## src/rtl/switch_input_handshake.sv

```systemverilog
// Operator input stage: stalls the PC on an IN instruction until the confirm key is pressed and
// released, capturing the synchronised switch bank once per key press.
module switch_input_handshake #(
   parameter int unsigned DATA_WIDTH      = 16,
   parameter int unsigned SYNC_STAGES     = 2,
   parameter int unsigned DEBOUNCE_CYCLES = 50000
) (
   input  logic                  clock,
   input  logic                  reset,
   input  logic                  in_request,
   input  logic                  confirm_n,
   input  logic [DATA_WIDTH-1:0] switches,
   output logic [DATA_WIDTH-1:0] in_data,
   output logic                  stall,
   output logic                  in_valid,
   output logic                  waiting
);

   localparam int unsigned      CNT_W   = $clog2(DEBOUNCE_CYCLES);
   localparam logic [CNT_W-1:0] CNT_MAX = CNT_W'(DEBOUNCE_CYCLES - 1);

   localparam logic [1:0] S_IDLE         = 2'd0;
   localparam logic [1:0] S_WAIT_PRESS   = 2'd1;
   localparam logic [1:0] S_WAIT_RELEASE = 2'd2;
   localparam logic [1:0] S_DONE         = 2'd3;

   logic [SYNC_STAGES-1:0] r_key_sync;
   logic [DATA_WIDTH-1:0]  r_sw_sync [SYNC_STAGES];
   logic                   r_deb;
   logic                   r_deb_d;
   logic [CNT_W-1:0]       r_cnt;
   logic [1:0]             r_state;
   logic [DATA_WIDTH-1:0]  r_in_data;
   logic                   r_in_valid;
   logic                   r_waiting;

   logic                   w_sync_key;
   logic [DATA_WIDTH-1:0]  w_sync_sw;
   logic                   w_press_evt;
   logic                   w_release_evt;
   logic [1:0]             w_state_next;
   logic                   w_capture;
   logic                   w_done_pulse;

   // Key chain resets to released (1) so a reset never looks like a press.
   always_ff @(posedge clock) begin
      if (reset) begin
         r_key_sync <= '1;
         for (int unsigned i = 0; i < SYNC_STAGES; i++) begin
            r_sw_sync[i] <= '0;
         end
      end else begin
         r_key_sync   <= {r_key_sync[SYNC_STAGES-2:0], confirm_n};
         r_sw_sync[0] <= switches;
         for (int unsigned i = 1; i < SYNC_STAGES; i++) begin
            r_sw_sync[i] <= r_sw_sync[i-1];
         end
      end
   end

   assign w_sync_key = r_key_sync[SYNC_STAGES-1];
   assign w_sync_sw  = r_sw_sync[SYNC_STAGES-1];

   always_ff @(posedge clock) begin
      if (reset) begin
         r_deb   <= 1'b1;
         r_deb_d <= 1'b1;
         r_cnt   <= '0;
      end else begin
         r_deb_d <= r_deb;
         if (w_sync_key == r_deb) begin
            r_cnt <= '0;
         end else if (r_cnt == CNT_MAX) begin
            r_deb <= w_sync_key;
            r_cnt <= '0;
         end else begin
            r_cnt <= r_cnt + 1'b1;
         end
      end
   end

   assign w_press_evt   = r_deb_d & ~r_deb;
   assign w_release_evt = ~r_deb_d & r_deb;

   // Dropping in_request aborts from any waiting state and takes priority over key events.
   always_comb begin
      w_state_next = r_state;
      w_capture    = 1'b0;
      w_done_pulse = 1'b0;
      case (r_state)
         S_IDLE: begin
            if (in_request) w_state_next = S_WAIT_PRESS;
         end
         S_WAIT_PRESS: begin
            if (!in_request) begin
               w_state_next = S_IDLE;
            end else if (w_press_evt) begin
               w_capture    = 1'b1;
               w_state_next = S_WAIT_RELEASE;
            end
         end
         S_WAIT_RELEASE: begin
            if (!in_request) begin
               w_state_next = S_IDLE;
            end else if (w_release_evt) begin
               w_done_pulse = 1'b1;
               w_state_next = S_DONE;
            end
         end
         default: begin
            if (!in_request) w_state_next = S_IDLE;
         end
      endcase
   end

   always_ff @(posedge clock) begin
      if (reset) begin
         r_state    <= S_IDLE;
         r_in_data  <= '0;
         r_in_valid <= 1'b0;
         r_waiting  <= 1'b0;
      end else begin
         r_state    <= w_state_next;
         r_in_valid <= w_done_pulse;
         r_waiting  <= (w_state_next == S_WAIT_PRESS);
         if (w_capture) r_in_data <= w_sync_sw;
      end
   end

   assign in_data  = r_in_data;
   assign in_valid = r_in_valid;
   assign waiting  = r_waiting;
   assign stall    = in_request & (r_state != S_DONE);

endmodule

```

## config.mk

```make
export PLATFORM = sky130hd
export DESIGN_NAME = switch_input_handshake
export DESIGN_NICKNAME = d
export VERILOG_FILES = /design/src/rtl/switch_input_handshake.sv
export SDC_FILE = /design/constraint.sdc
export NUM_CORES = 1
export LEC_CHECK = 0
export ABC_CLOCK_PERIOD_IN_PS = 4900
export BUFFER_PORTS_ARGS = -buffer_cell sky130_fd_sc_hd__buf_2
export CAP_MARGIN = 25
export CORE_ASPECT_RATIO = 0.6
export CORE_MARGIN = 4
export CORE_UTILIZATION = 55
export DETAILED_ROUTE_END_ITERATION = 12
export GPL_TIMING_DRIVEN = 1
export PLACE_DENSITY = 0.77
export SETUP_SLACK_MARGIN = 0.2
export SLEW_MARGIN = 10
export SYNTH_ARGS = -nofsm -noshare
export SYNTH_HDL_FRONTEND = slang
export SYNTH_SLANG_ARGS = --single-unit
```

## constraint.sdc

```tcl
create_clock -name clock -period 4.9 [get_ports clock]
set_clock_uncertainty 0.2 [all_clocks]
set_input_delay 1.225 -clock clock [delete_from_list [all_inputs] [get_ports clock]]
set_output_delay 1.225 -clock clock [all_outputs]
set_load 0.02 [all_outputs]
```

==> flow_results.xml, run 1 <==
<?xml version="1.0" encoding="UTF-8"?>
<metrics>
  <group name="status">
    <metric name="run_status" unit="">completed</metric>
  </group>
  <group name="layout">
    <metric name="stdcell_count" unit="">336</metric>
    <metric name="num_antenna_cells" unit="">0</metric>
    <metric name="area_growth_syn_to_layout" unit="%">18.31</metric>
    <metric name="proportion_of_layout_cells_with_a_drive_suffix_above_1" unit="">0.2101</metric>
    <metric name="final_cell_area" unit="sq um">2861</metric>
    <metric name="finish.net_count" unit="">292</metric>
  </group>
  <group name="floorplanning">
    <metric name="die_width" unit="um">93.61</metric>
    <metric name="io-pin-count" unit="">39</metric>
    <metric name="die_height" unit="um">59.37</metric>
    <metric name="dieArea" unit="sq um">5557</metric>
    <metric name="core" unit="sq um">4167</metric>
    <metric name="placement_row_count" unit="">18</metric>
    <metric name="start_util" unit="">0.5805</metric>
  </group>
  <group name="timing">
    <metric name="period_share" unit="">0.6355</metric>
    <metric name="post-route-worst-setup-slack" unit="ps">1786</metric>
    <metric name="totalNegativeSetupSlack" unit="ps">0</metric>
    <metric name="hold_violations" unit="">0</metric>
    <metric name="final-setup-viol-count" unit="">0</metric>
    <metric name="finalMaxSlewViolations" unit="">0</metric>
    <metric name="worstMarginPinSlew" unit="ps">871.9</metric>
    <metric name="setup_repair_after_global_routing_missed_its_margin" unit="">no</metric>
    <metric name="timing.hold.ws" unit="ps">215.2</metric>
    <metric name="fmax" unit="MHz">321.1</metric>
    <metric name="slew_headroom" unit="">0.4187</metric>
    <metric name="finalCriticalPeriod" unit="ps">3114</metric>
  </group>
  <group name="logic_synthesis">
    <metric name="synth_enable_flop_cells" unit="">0</metric>
    <metric name="ys_ff_latch" unit="">72</metric>
    <metric name="netlist_area" unit="sq um">2419</metric>
    <metric name="synth.lib_cells_used.distinct" unit="">30</metric>
    <metric name="synth-async-reset-ratio" unit="">0</metric>
    <metric name="simple_gate_portion_of_the_synthesized_area" unit="">0.2250</metric>
    <metric name="synthMuxAreaShare" unit="">0.07036</metric>
    <metric name="largest_family_of_logic_cells_by_synthesized_area" unit="">simple AND/OR/NAND/NOR gates</metric>
    <metric name="synth_compound_gate_area_share" unit="">0.01811</metric>
    <metric name="mappedNetlistNets" unit="">251</metric>
    <metric name="synth.yosys.seq_area_share" unit="">0.5960</metric>
    <metric name="synth-xor-area-share" unit="">0.05432</metric>
    <metric name="count_of_yosys_warnings_during_synthesis" unit="">0</metric>
    <metric name="number_of_instances_in_the_synthesized_netlist" unit="">230</metric>
    <metric name="synth-adder-area-share" unit="">0.005173</metric>
    <metric name="synth.avg_cell_area" unit="sq um">10.52</metric>
    <metric name="synth_top_flop_cell" unit="">dfxtp_1</metric>
  </group>
  <group name="cts">
    <metric name="ctsHoldBuffers" unit="">0</metric>
    <metric name="insertion_delay" unit="ps">340</metric>
    <metric name="clk_path_buf_depth" unit="">2</metric>
    <metric name="cts.sink_count" unit="">72</metric>
    <metric name="clkTransAtPathRegs" unit="ps">70</metric>
    <metric name="tritoncts" unit="">built</metric>
    <metric name="clock_tree.root_cell" unit="">clkbuf_8</metric>
    <metric name="cts_resized" unit="">0</metric>
    <metric name="ctsHtreeMaxLevel" unit="">3</metric>
    <metric name="cts_buffer_count" unit="">9</metric>
    <metric name="postCtsSetupRepairBufs" unit="">0</metric>
  </group>
  <group name="critical_path">
    <metric name="cp_top_delay_family" unit="">buffers and inverters</metric>
    <metric name="startpoint_type" unit="">input pin</metric>
    <metric name="worstSetupEndpointType" unit="">primary output</metric>
    <metric name="cpMostUsedCell" unit="">buf_2</metric>
    <metric name="worstPathBufferInverterCount" unit="">2</metric>
    <metric name="timing.rr.start" unit="">r_cnt[4]</metric>
    <metric name="worst-endpoint-arrival" unit="ps">1690</metric>
    <metric name="slowest_delay" unit="ps">190</metric>
    <metric name="critPathKind" unit="">input pin to primary output</metric>
    <metric name="required" unit="ps">3470</metric>
    <metric name="critPathLaunch" unit="">in_request</metric>
    <metric name="crit_path_top_delay_cell" unit="">buf_2</metric>
    <metric name="timing.critical_path.fanout_max" unit="">4</metric>
    <metric name="cp_cell_sequence" unit="">buf_2 &gt; a21boi_0 &gt; buf_2</metric>
  </group>
  <group name="drt">
    <metric name="vias" unit="">1625</metric>
    <metric name="dr.pass1.iters" unit="">4</metric>
    <metric name="number_of_drc_markers_after_the_initial_detailed_route_iteration" unit="">97</metric>
    <metric name="routedWlPerCell" unit="um">12.04</metric>
    <metric name="routed_wirelength" unit="um">4044</metric>
    <metric name="drt_drc_violations_left" unit="">0</metric>
    <metric name="postRouteAntennaNets" unit="">0</metric>
    <metric name="viasPerCell" unit="">4.836</metric>
  </group>
  <group name="grt">
    <metric name="grtUsageTotal" unit="">0.1643</metric>
    <metric name="grt_antenna_before_repair" unit="">0</metric>
    <metric name="global_route.overflow_total" unit="">0</metric>
    <metric name="global_route_wire_length_before_repair" unit="um">6748</metric>
    <metric name="first_global_vias" unit="">1484</metric>
    <metric name="grt_start_max_net_pins" unit="">55</metric>
  </group>
  <group name="power">
    <metric name="max_rail_drop_vdd" unit="mV">0.3052</metric>
    <metric name="p_leak" unit="uW">0.001093</metric>
    <metric name="power_density" unit="nW/um^2">397.3</metric>
  </group>
  <group name="placement">
    <metric name="place.port_buffers" unit="">38</metric>
    <metric name="dpl_worst_slack" unit="ps">1770</metric>
    <metric name="hpwlAfterDp" unit="um">2661</metric>
    <metric name="placed_cell_area" unit="sq um">2641</metric>
    <metric name="place_inst" unit="">320</metric>
    <metric name="globalplace.congestion" unit="">0.8830</metric>
  </group>
  <group name="job">
    <metric name="max-cap-violations" unit="">0</metric>
  </group>
  <group name="hold_path">
    <metric name="worst_hold_path_type" unit="">flip-flop to flip-flop</metric>
    <metric name="min_from" unit="">r_key_sync[0]</metric>
  </group>
</metrics>
synth_stat cells (2+ instances only):
cell | instances | share of area
nor4_1 | 6 | 0.016
nand3_1 | 7 | 0.014
nor2b_1 | 33 | 0.085
dfxtp_1 | 72 | 0.60
nor3_1 | 5 | 0.010
xnor2_1 | 14 | 0.051
clkbuf_1 | 5 | 0.0078
mux2i_1 | 17 | 0.070
nand2_1 | 4 | 0.0062
nand4_1 | 4 | 0.010
inv_1 | 5 | 0.0078
nand2b_1 | 2 | 0.0052
nor2_1 | 38 | 0.059
or2_2 | 2 | 0.0052
power by group:
group          internal, uW  leakage [uW]  switching [uW]
logic                  14.6      0.000402            14.1
registers               599      0.000588            3.60
clock network           289      0.000103             217
total                   903       0.00109             234
layout make-up:
| cell class | count | area [sq um] |
|---|---|---|
| clock buffer | 10 | 127.6 |
| clock inverter | 6 | 92.59 |
| fill | 323 | 1305 |
| inverter | 5 | 18.77 |
| multi-input combinational | 144 | 908.4 |
| sequential | 72 | 1441 |
| tap | 60 | 75.07 |
| timing repair buffer | 39 | 197.7 |
path summary, 6_finish.rpt:
| kind | to | slack (ps) | cells after the start |
|---|---|---|---|
| hold reg to reg | r_key_sync[1] | 220 | 1 |
| hold / removal | r_key_sync[1] | 220 | 1 |
| setup reg to reg | r_cnt[11] | 3090 | 4 |
| setup / recovery | stall | 1790 | 3 |
layer usage:
metal / global-route usage / part of all wire / vias up
li1: - / - / 835
met1: 0.2098 / 0.50 / 740
met2: 0.2348 / 0.42 / 44
met3: 0.08122 / 0.070 / 6
met4: 0.07613 / 0.012 / 0
met5: 0 / 0 / -
layout by cell type (no fill, tap or decap), types with 2 or more instances in the layout:
cell type	n
bufinv_16	2
mux2i_1	17
inv_1	5
xnor2_1	14
dfxtp_1	72
nor2b_1	33
nand3_1	7
nor4_1	6
nand4_1	4
clkbuf_8	9
or2_2	2
buf_2	38
nand2_1	4
nor3_1	5
nand2b_1	2
nor2_1	38
clkinvlp_4	2
cell families after synthesis:
family,after synthesis
AO/OA/AOI/OAI,6
XOR/XNOR,15
adder cells (fa/ha/maj),1
buffers and inverters,14
flip-flops,72
multiplexers,17
AND/OR/NAND/NOR,105
sequential cells by signal (all words and copies together) (netlist names):
register    count
r_cnt          16
r_deb_d         1
in_valid        1
r_deb           1
r_key_sync      2
waiting         1
r_state         2
in_data        16
r_sw_sync      32
per-stage QoR:
step,total power [uW],utilization
2_1_floorplan,634.4,-
4_1_cts,1149,0.6868
3_5_place_dp,645.3,0.6339
3_3_place_gp,644.1,0.6339
5_1_grt,1177,0.6868
6_report,1137,0.6868
Power figures use the tool's default switching activity.
==> run 2: changes to the inputs <==
--- a/config.mk
+++ b/config.mk
@@ -5,15 +5,15 @@
 export SDC_FILE = /design/constraint.sdc
 export NUM_CORES = 1
 export LEC_CHECK = 0
-export ABC_CLOCK_PERIOD_IN_PS = 4900
+export ABC_CLOCK_PERIOD_IN_PS = 3200
 export BUFFER_PORTS_ARGS = -buffer_cell sky130_fd_sc_hd__buf_2
 export CAP_MARGIN = 25
 export CORE_ASPECT_RATIO = 0.6
 export CORE_MARGIN = 4
-export CORE_UTILIZATION = 55
+export CORE_UTILIZATION = 54
 export DETAILED_ROUTE_END_ITERATION = 12
 export GPL_TIMING_DRIVEN = 1
-export PLACE_DENSITY = 0.77
+export PLACE_DENSITY = 0.76
 export SETUP_SLACK_MARGIN = 0.2
 export SLEW_MARGIN = 10
 export SYNTH_ARGS = -nofsm -noshare
==> constraint.sdc (replaced) <==
create_clock -name clock -period 3.2 [get_ports clock]
set_clock_uncertainty 0.2 [all_clocks]
set_input_delay 0.8 -clock clock [delete_from_list [all_inputs] [get_ports clock]]
set_output_delay 0.8 -clock clock [all_outputs]
set_load 0.02 [all_outputs]
==> flow_results.xml, run 2 (synthesized netlist as in run 1, its figures left out) <==
<?xml version="1.0" encoding="UTF-8"?>
<metrics>
  <group name="timing">
    <metric name="fmax" unit="MHz">443.8</metric>
    <metric name="final-setup-viol-count" unit="">0</metric>
    <metric name="worstMarginPinSlew" unit="ps">448.5</metric>
    <metric name="timing.hold.ws" unit="ps">208.8</metric>
    <metric name="finalMaxSlewViolations" unit="">0</metric>
    <metric name="setup_repair_after_global_routing_missed_its_margin" unit="">no</metric>
    <metric name="slew_headroom" unit="">0.7010</metric>
    <metric name="totalNegativeSetupSlack" unit="ps">0</metric>
    <metric name="finalCriticalPeriod" unit="ps">2253</metric>
    <metric name="hold_violations" unit="">0</metric>
    <metric name="period_share" unit="">0.7041</metric>
  </group>
  <group name="critical_path">
    <metric name="slowest_delay" unit="ps">180</metric>
    <metric name="required" unit="ps">2200</metric>
    <metric name="timing.critical_path.fanout_max" unit="">4</metric>
    <metric name="worstPathBufferInverterCount" unit="">2</metric>
    <metric name="cp_top_delay_family" unit="">buffers and inverters</metric>
    <metric name="worst-endpoint-arrival" unit="ps">1250</metric>
    <metric name="critPathKind" unit="">input pin to primary output</metric>
    <metric name="startpoint_type" unit="">input pin</metric>
    <metric name="cpMostUsedCell" unit="">buf_2</metric>
    <metric name="cp_cell_sequence" unit="">buf_2 &gt; a21boi_0 &gt; buf_2</metric>
    <metric name="worstSetupEndpointType" unit="">primary output</metric>
    <metric name="crit_path_top_delay_cell" unit="">buf_2</metric>
  </group>
  <group name="layout">
    <metric name="num_antenna_cells" unit="">0</metric>
    <metric name="final_cell_area" unit="sq um">2865</metric>
    <metric name="flip_flop_count_of_the_largest_register_after_layout" unit="">32</metric>
    <metric name="stdcell_count" unit="">336</metric>
    <metric name="most_common_library_cell_in_the_layout_ignoring_fill_and_taps" unit="">dfxtp_1</metric>
    <metric name="finish.net_count" unit="">293</metric>
    <metric name="area_growth_syn_to_layout" unit="%">18.47</metric>
    <metric name="proportion_of_layout_cells_with_a_drive_suffix_above_1" unit="">0.2138</metric>
    <metric name="largest_register" unit="">r_sw_sync</metric>
    <metric name="layout_common_cells" unit="">dfxtp_1 (72), nor2_1 (38), buf_2 (38)</metric>
  </group>
  <group name="placement">
    <metric name="place.port_buffers" unit="">38</metric>
    <metric name="hpwlAfterDp" unit="um">2602</metric>
    <metric name="globalplace.congestion" unit="">0.8112</metric>
    <metric name="place_inst" unit="">321</metric>
    <metric name="placed_cell_area" unit="sq um">2649</metric>
  </group>
  <group name="cts">
    <metric name="insertion_delay" unit="ps">330</metric>
    <metric name="cts_buffer_count" unit="">9</metric>
    <metric name="clock_tree.root_cell" unit="">clkbuf_8</metric>
    <metric name="ctsHtreeMaxLevel" unit="">3</metric>
    <metric name="cts_resized" unit="">0</metric>
    <metric name="ctsHoldBuffers" unit="">0</metric>
    <metric name="clk_path_buf_depth" unit="">2</metric>
    <metric name="cts.sink_count" unit="">72</metric>
    <metric name="clkTransAtPathRegs" unit="ps">70</metric>
    <metric name="tritoncts" unit="">built</metric>
    <metric name="postCtsSetupRepairBufs" unit="">0</metric>
  </group>
  <group name="grt">
    <metric name="global_route.overflow_total" unit="">0</metric>
    <metric name="grtUsageTotal" unit="">0.1499</metric>
    <metric name="grt_antenna_before_repair" unit="">0</metric>
    <metric name="first_global_vias" unit="">1406</metric>
    <metric name="global_route_wire_length_before_repair" unit="um">6334</metric>
    <metric name="grt_start_max_net_pins" unit="">49</metric>
  </group>
  <group name="drt">
    <metric name="drt_drc_violations_left" unit="">0</metric>
    <metric name="vias" unit="">1604</metric>
    <metric name="postRouteAntennaNets" unit="">0</metric>
    <metric name="routed_wirelength" unit="um">3915</metric>
    <metric name="number_of_drc_markers_after_the_initial_detailed_route_iteration" unit="">85</metric>
    <metric name="routedWlPerCell" unit="um">11.65</metric>
    <metric name="viasPerCell" unit="">4.774</metric>
    <metric name="dr.pass1.iters" unit="">4</metric>
  </group>
  <group name="job">
    <metric name="max-cap-violations" unit="">0</metric>
  </group>
  <group name="power">
    <metric name="report.power.total" unit="uW">1730</metric>
    <metric name="power_density" unit="nW/um^2">603.7</metric>
    <metric name="p_leak" unit="uW">0.001097</metric>
    <metric name="max_rail_drop_vdd" unit="mV">0.3752</metric>
  </group>
  <group name="floorplanning">
    <metric name="die_width" unit="um">94.40</metric>
    <metric name="core" unit="sq um">4212</metric>
    <metric name="io-pin-count" unit="">39</metric>
    <metric name="placement_row_count" unit="">18</metric>
    <metric name="die_height" unit="um">59.84</metric>
    <metric name="dieArea" unit="sq um">5649</metric>
    <metric name="start_util" unit="">0.5743</metric>
  </group>
  <group name="hold_path">
    <metric name="worst_hold_path_type" unit="">flip-flop to flip-flop</metric>
  </group>
  <group name="status">
    <metric name="run_status" unit="">completed</metric>
  </group>
</metrics>
[run 2: changes by cell type in the layout (fill, tap and decap cells not counted)]
cell      previous run  this run
buf_4                1         2
clkbuf_1             1         0
clkinv_4             1         0
inv_6                1         2
[run 2: worst paths after layout]
kind / cells after the start / slack, ps / endpoint / startpoint
setup reg to reg: 5 / 1380 / r_cnt[8] / r_cnt[0]
setup / recovery: 3 / 950 / stall / in_request
hold reg to reg: 1 / 210 / r_key_sync[1] / r_key_sync[0]
hold / removal: 1 / 210 / r_key_sync[1] / r_key_sync[0]
[run 2: power by group]
| group | leakage (uW) | total (uW) | internal, uW | switching (uW) |
|---|---|---|---|---|
| sequential | 0.000588 | 923 | 917 | 5.58 |
| combinational | 0.000407 | 44.4 | 23.0 | 21.4 |
| clock | 0.000102 | 763 | 440 | 323 |
[run 2: per-stage QoR]
stage | util | setup slack (ps)
3_3_place_gp | 0.6289 | 966.8
2_1_floorplan | - | 890.9
5_1_grt | 0.6803 | 882.2
3_5_place_dp | 0.6289 | 926.7
4_1_cts | 0.6803 | 928.7
6_report | 0.6803 | 946.7
[run 2: routing by layer]
metal,vias to the layer above,share of wire,track usage,routed length (um)
li1,838,-,-,-
met1,709,0.51,0.2057,2002
met2,55,0.40,0.2077,1583
met3,2,0.075,0.06289,292
met4,0,0.0092,0.06173,36
met5,-,0,0,0
[run 2: layout make-up]
cell class / instances / area [sq um]
Timing Repair Buffer: 40 / 205.2
Clock buffer: 9 / 123.9
Sequential cell: 72 / 1441
Clock inverter: 6 / 92.59
Fill cell: 357 / 1346
Inverter: 5 / 18.77
Tap cell: 60 / 75.07
Multi-Input combinational cell: 144 / 908.4
[run 2: worst register-to-register path, stage by stage, from the launching register on]
cell and delay (ps):
dfxtp_1 370, ha_1 230, nand3_1 200, nor2_1 220
a311o_2 400, nor2_1 90
==> run 3: changes to the inputs <==
--- a/config.mk
+++ b/config.mk
@@ -5,7 +5,7 @@
 export SDC_FILE = /design/constraint.sdc
 export NUM_CORES = 1
 export LEC_CHECK = 0
-export ABC_CLOCK_PERIOD_IN_PS = 3200
+export ABC_CLOCK_PERIOD_IN_PS = 2100
 export BUFFER_PORTS_ARGS = -buffer_cell sky130_fd_sc_hd__buf_2
 export CAP_MARGIN = 25
 export CORE_ASPECT_RATIO = 0.6
==> constraint.sdc (replaced) <==
create_clock -name clock -period 2.1 [get_ports clock]
set_clock_uncertainty 0.2 [all_clocks]
set_input_delay 0.525 -clock clock [delete_from_list [all_inputs] [get_ports clock]]
set_output_delay 0.525 -clock clock [all_outputs]
set_load 0.02 [all_outputs]
==> flow_results.xml, run 3 (synthesized netlist as in run 1, its figures left out) <==
<?xml version="1.0" encoding="UTF-8"?>
<metrics>
  <group name="drt">
    <metric name="routed_wirelength" unit="um">4133</metric>
    <metric name="postRouteAntennaNets" unit="">0</metric>
    <metric name="dr.pass1.iters" unit="">5</metric>
    <metric name="number_of_drc_markers_after_the_initial_detailed_route_iteration" unit="">84</metric>
    <metric name="drt_drc_violations_left" unit="">0</metric>
    <metric name="viasPerCell" unit="">4.858</metric>
    <metric name="wl_met2" unit="um">1749</metric>
    <metric name="routed-wl-met3" unit="um">385</metric>
    <metric name="top_layer" unit="">met4</metric>
    <metric name="routedWlPerCell" unit="um">12.19</metric>
    <metric name="vias" unit="">1647</metric>
    <metric name="drt_met1_wl" unit="um">1973</metric>
  </group>
  <group name="power">
    <metric name="p_leak" unit="uW">0.001135</metric>
    <metric name="power_density" unit="nW/um^2">948.3</metric>
    <metric name="total_switching_power" unit="uW">556.9</metric>
    <metric name="switching_share" unit="">0.1995</metric>
    <metric name="power.clock.fraction" unit="">0.470</metric>
    <metric name="internal_power" unit="uW">2235</metric>
    <metric name="share_seq_of_total_power" unit="">0.504</metric>
    <metric name="max_rail_drop_vdd" unit="mV">0.5871</metric>
    <metric name="combinationalPowerShare" unit="">0.027</metric>
  </group>
  <group name="grt">
    <metric name="grtUsageTotal" unit="">0.1609</metric>
    <metric name="grt_antenna_before_repair" unit="">0</metric>
    <metric name="global_route_wire_length_before_repair" unit="um">6789</metric>
    <metric name="first_global_vias" unit="">1511</metric>
    <metric name="grt_start_max_net_pins" unit="">53</metric>
    <metric name="global_route.overflow_total" unit="">0</metric>
  </group>
  <group name="cts">
    <metric name="cts.sink_count" unit="">72</metric>
    <metric name="clkTransAtPathRegs" unit="ps">80</metric>
    <metric name="ctsHtreeMaxLevel" unit="">3</metric>
    <metric name="insertion_delay" unit="ps">340</metric>
    <metric name="tritoncts" unit="">built</metric>
    <metric name="clk_path_buf_depth" unit="">2</metric>
    <metric name="ctsHoldBuffers" unit="">0</metric>
    <metric name="cts_resized" unit="">0</metric>
    <metric name="postCtsSetupRepairBufs" unit="">0</metric>
    <metric name="cts_buffer_count" unit="">9</metric>
    <metric name="clock_tree.root_cell" unit="">clkbuf_8</metric>
  </group>
  <group name="layout">
    <metric name="flip_flop_count_of_the_largest_register_after_layout" unit="">32</metric>
    <metric name="layout_common_cells" unit="">dfxtp_1 (72), nor2_1 (38), buf_2 (38)</metric>
    <metric name="proportion_of_layout_cells_with_a_drive_suffix_above_1" unit="">0.2186</metric>
    <metric name="area_growth_syn_to_layout" unit="%">21.73</metric>
    <metric name="largest_register" unit="">r_sw_sync</metric>
    <metric name="most_common_library_cell_in_the_layout_ignoring_fill_and_taps" unit="">dfxtp_1</metric>
    <metric name="num_antenna_cells" unit="">0</metric>
    <metric name="finish.net_count" unit="">295</metric>
    <metric name="stdcell_count" unit="">339</metric>
  </group>
  <group name="critical_path">
    <metric name="cp_cell_sequence" unit="">a21boi_0 &gt; buf_2</metric>
    <metric name="worstPathBufferInverterCount" unit="">1</metric>
    <metric name="timing.critical_path.fanout_max" unit="">7</metric>
    <metric name="worstSetupEndpointType" unit="">primary output</metric>
    <metric name="slowest_delay" unit="ps">430</metric>
    <metric name="required" unit="ps">1370</metric>
    <metric name="critPathKind" unit="">flip-flop to primary output</metric>
    <metric name="crit_path_top_delay_cell" unit="">dfxtp_1</metric>
    <metric name="worst-endpoint-arrival" unit="ps">1050</metric>
    <metric name="cp_top_delay_family" unit="">flip-flops</metric>
    <metric name="startpoint_type" unit="">flip-flop</metric>
  </group>
  <group name="timing">
    <metric name="period_share" unit="">0.8445</metric>
    <metric name="worstMarginPinSlew" unit="ps">383.4</metric>
    <metric name="totalNegativeSetupSlack" unit="ps">0</metric>
    <metric name="finalCriticalPeriod" unit="ps">1773</metric>
    <metric name="final-setup-viol-count" unit="">0</metric>
    <metric name="setup_repair_after_global_routing_missed_its_margin" unit="">no</metric>
    <metric name="slew_headroom" unit="">0.7420</metric>
    <metric name="fmax" unit="MHz">563.9</metric>
    <metric name="finalMaxSlewViolations" unit="">0</metric>
    <metric name="hold_violations" unit="">0</metric>
  </group>
  <group name="hold_path">
    <metric name="worst_hold_path_type" unit="">input pin to flip-flop</metric>
  </group>
  <group name="placement">
    <metric name="hpwlAfterDp" unit="um">2760</metric>
    <metric name="place_inst" unit="">321</metric>
    <metric name="globalplace.congestion" unit="">0.7841</metric>
    <metric name="place.port_buffers" unit="">38</metric>
  </group>
  <group name="floorplanning">
    <metric name="dieArea" unit="sq um">5649</metric>
    <metric name="die_width" unit="um">94.40</metric>
    <metric name="io-pin-count" unit="">39</metric>
    <metric name="placement_row_count" unit="">18</metric>
    <metric name="core" unit="sq um">4212</metric>
    <metric name="die_height" unit="um">59.84</metric>
    <metric name="start_util" unit="">0.5743</metric>
  </group>
  <group name="status">
    <metric name="run_status" unit="">completed</metric>
  </group>
  <group name="job">
    <metric name="max-cap-violations" unit="">0</metric>
  </group>
</metrics>
run 3: cell types whose count changed in the layout (fill, tap and decap cells not counted), sizes merged:
cell      before  now
clkbuf         9   10
buf           40   42
clkinvlp       2    1
bufinv         2    3
run 3: worst paths after layout:
kind	slack (ps)	cells past startpoint	endpoint	start
setup reg to reg	350	6	r_cnt[8]	r_cnt[0]
hold reg to reg	220	1	r_key_sync[1]	r_key_sync[0]
hold / removal	170	2	r_key_sync[0]	confirm_n
setup / recovery	330	2	stall	r_state[1]
run 3: power groups by stage:
| stage | clock network, uW | logic (uW) | registers (uW) |
|---|---|---|---|
| 3_5_place_dp | 0 | 72.4 | 1440 |
| 3_3_place_gp | 0 | 71.6 | 1440 |
| 6_report | 1310 | 74.6 | 1410 |
| 5_1_grt | 1390 | 84.2 | 1410 |
| 4_1_cts | 1320 | 73.0 | 1410 |
| 2_1_floorplan | 0 | 43.9 | 1440 |
run 3: final cells by class:
type	count	area, sq um
clock buffers	10	127.6
clock inverters	6	115.1
fillers	315	1267
inverters	5	18.77
multi-input cells	144	908.4
flip-flops and latches	72	1441
well taps	60	75.07
repair buffers	42	257.7
run 3: layer usage:
metal / global-route usage / up-vias
li1: - / 844
met1: 0.2035 / 739
met2: 0.2369 / 62
met3: 0.08805 / 2
met4: 0.04938 / 0
met5: 0 / -
run 3: through the flow:
step / area, sq um / setup WS [ps] / hold WS [ps] / util / power (uW)
finish: 2944 / 326.5 / 171.9 / 0.6990 / 2792
global route: 2944 / 243.9 / 162.9 / 0.6990 / 2888
CTS: 2917 / 292.4 / 164.8 / 0.6925 / 2802
detailed placement: 2674 / 318.0 / 197.5 / 0.6349 / 1510
global placement: 2674 / 368.8 / 194.6 / 0.6349 / 1508
floorplan: 2419 / 340.9 / 189.5 / - / 1480
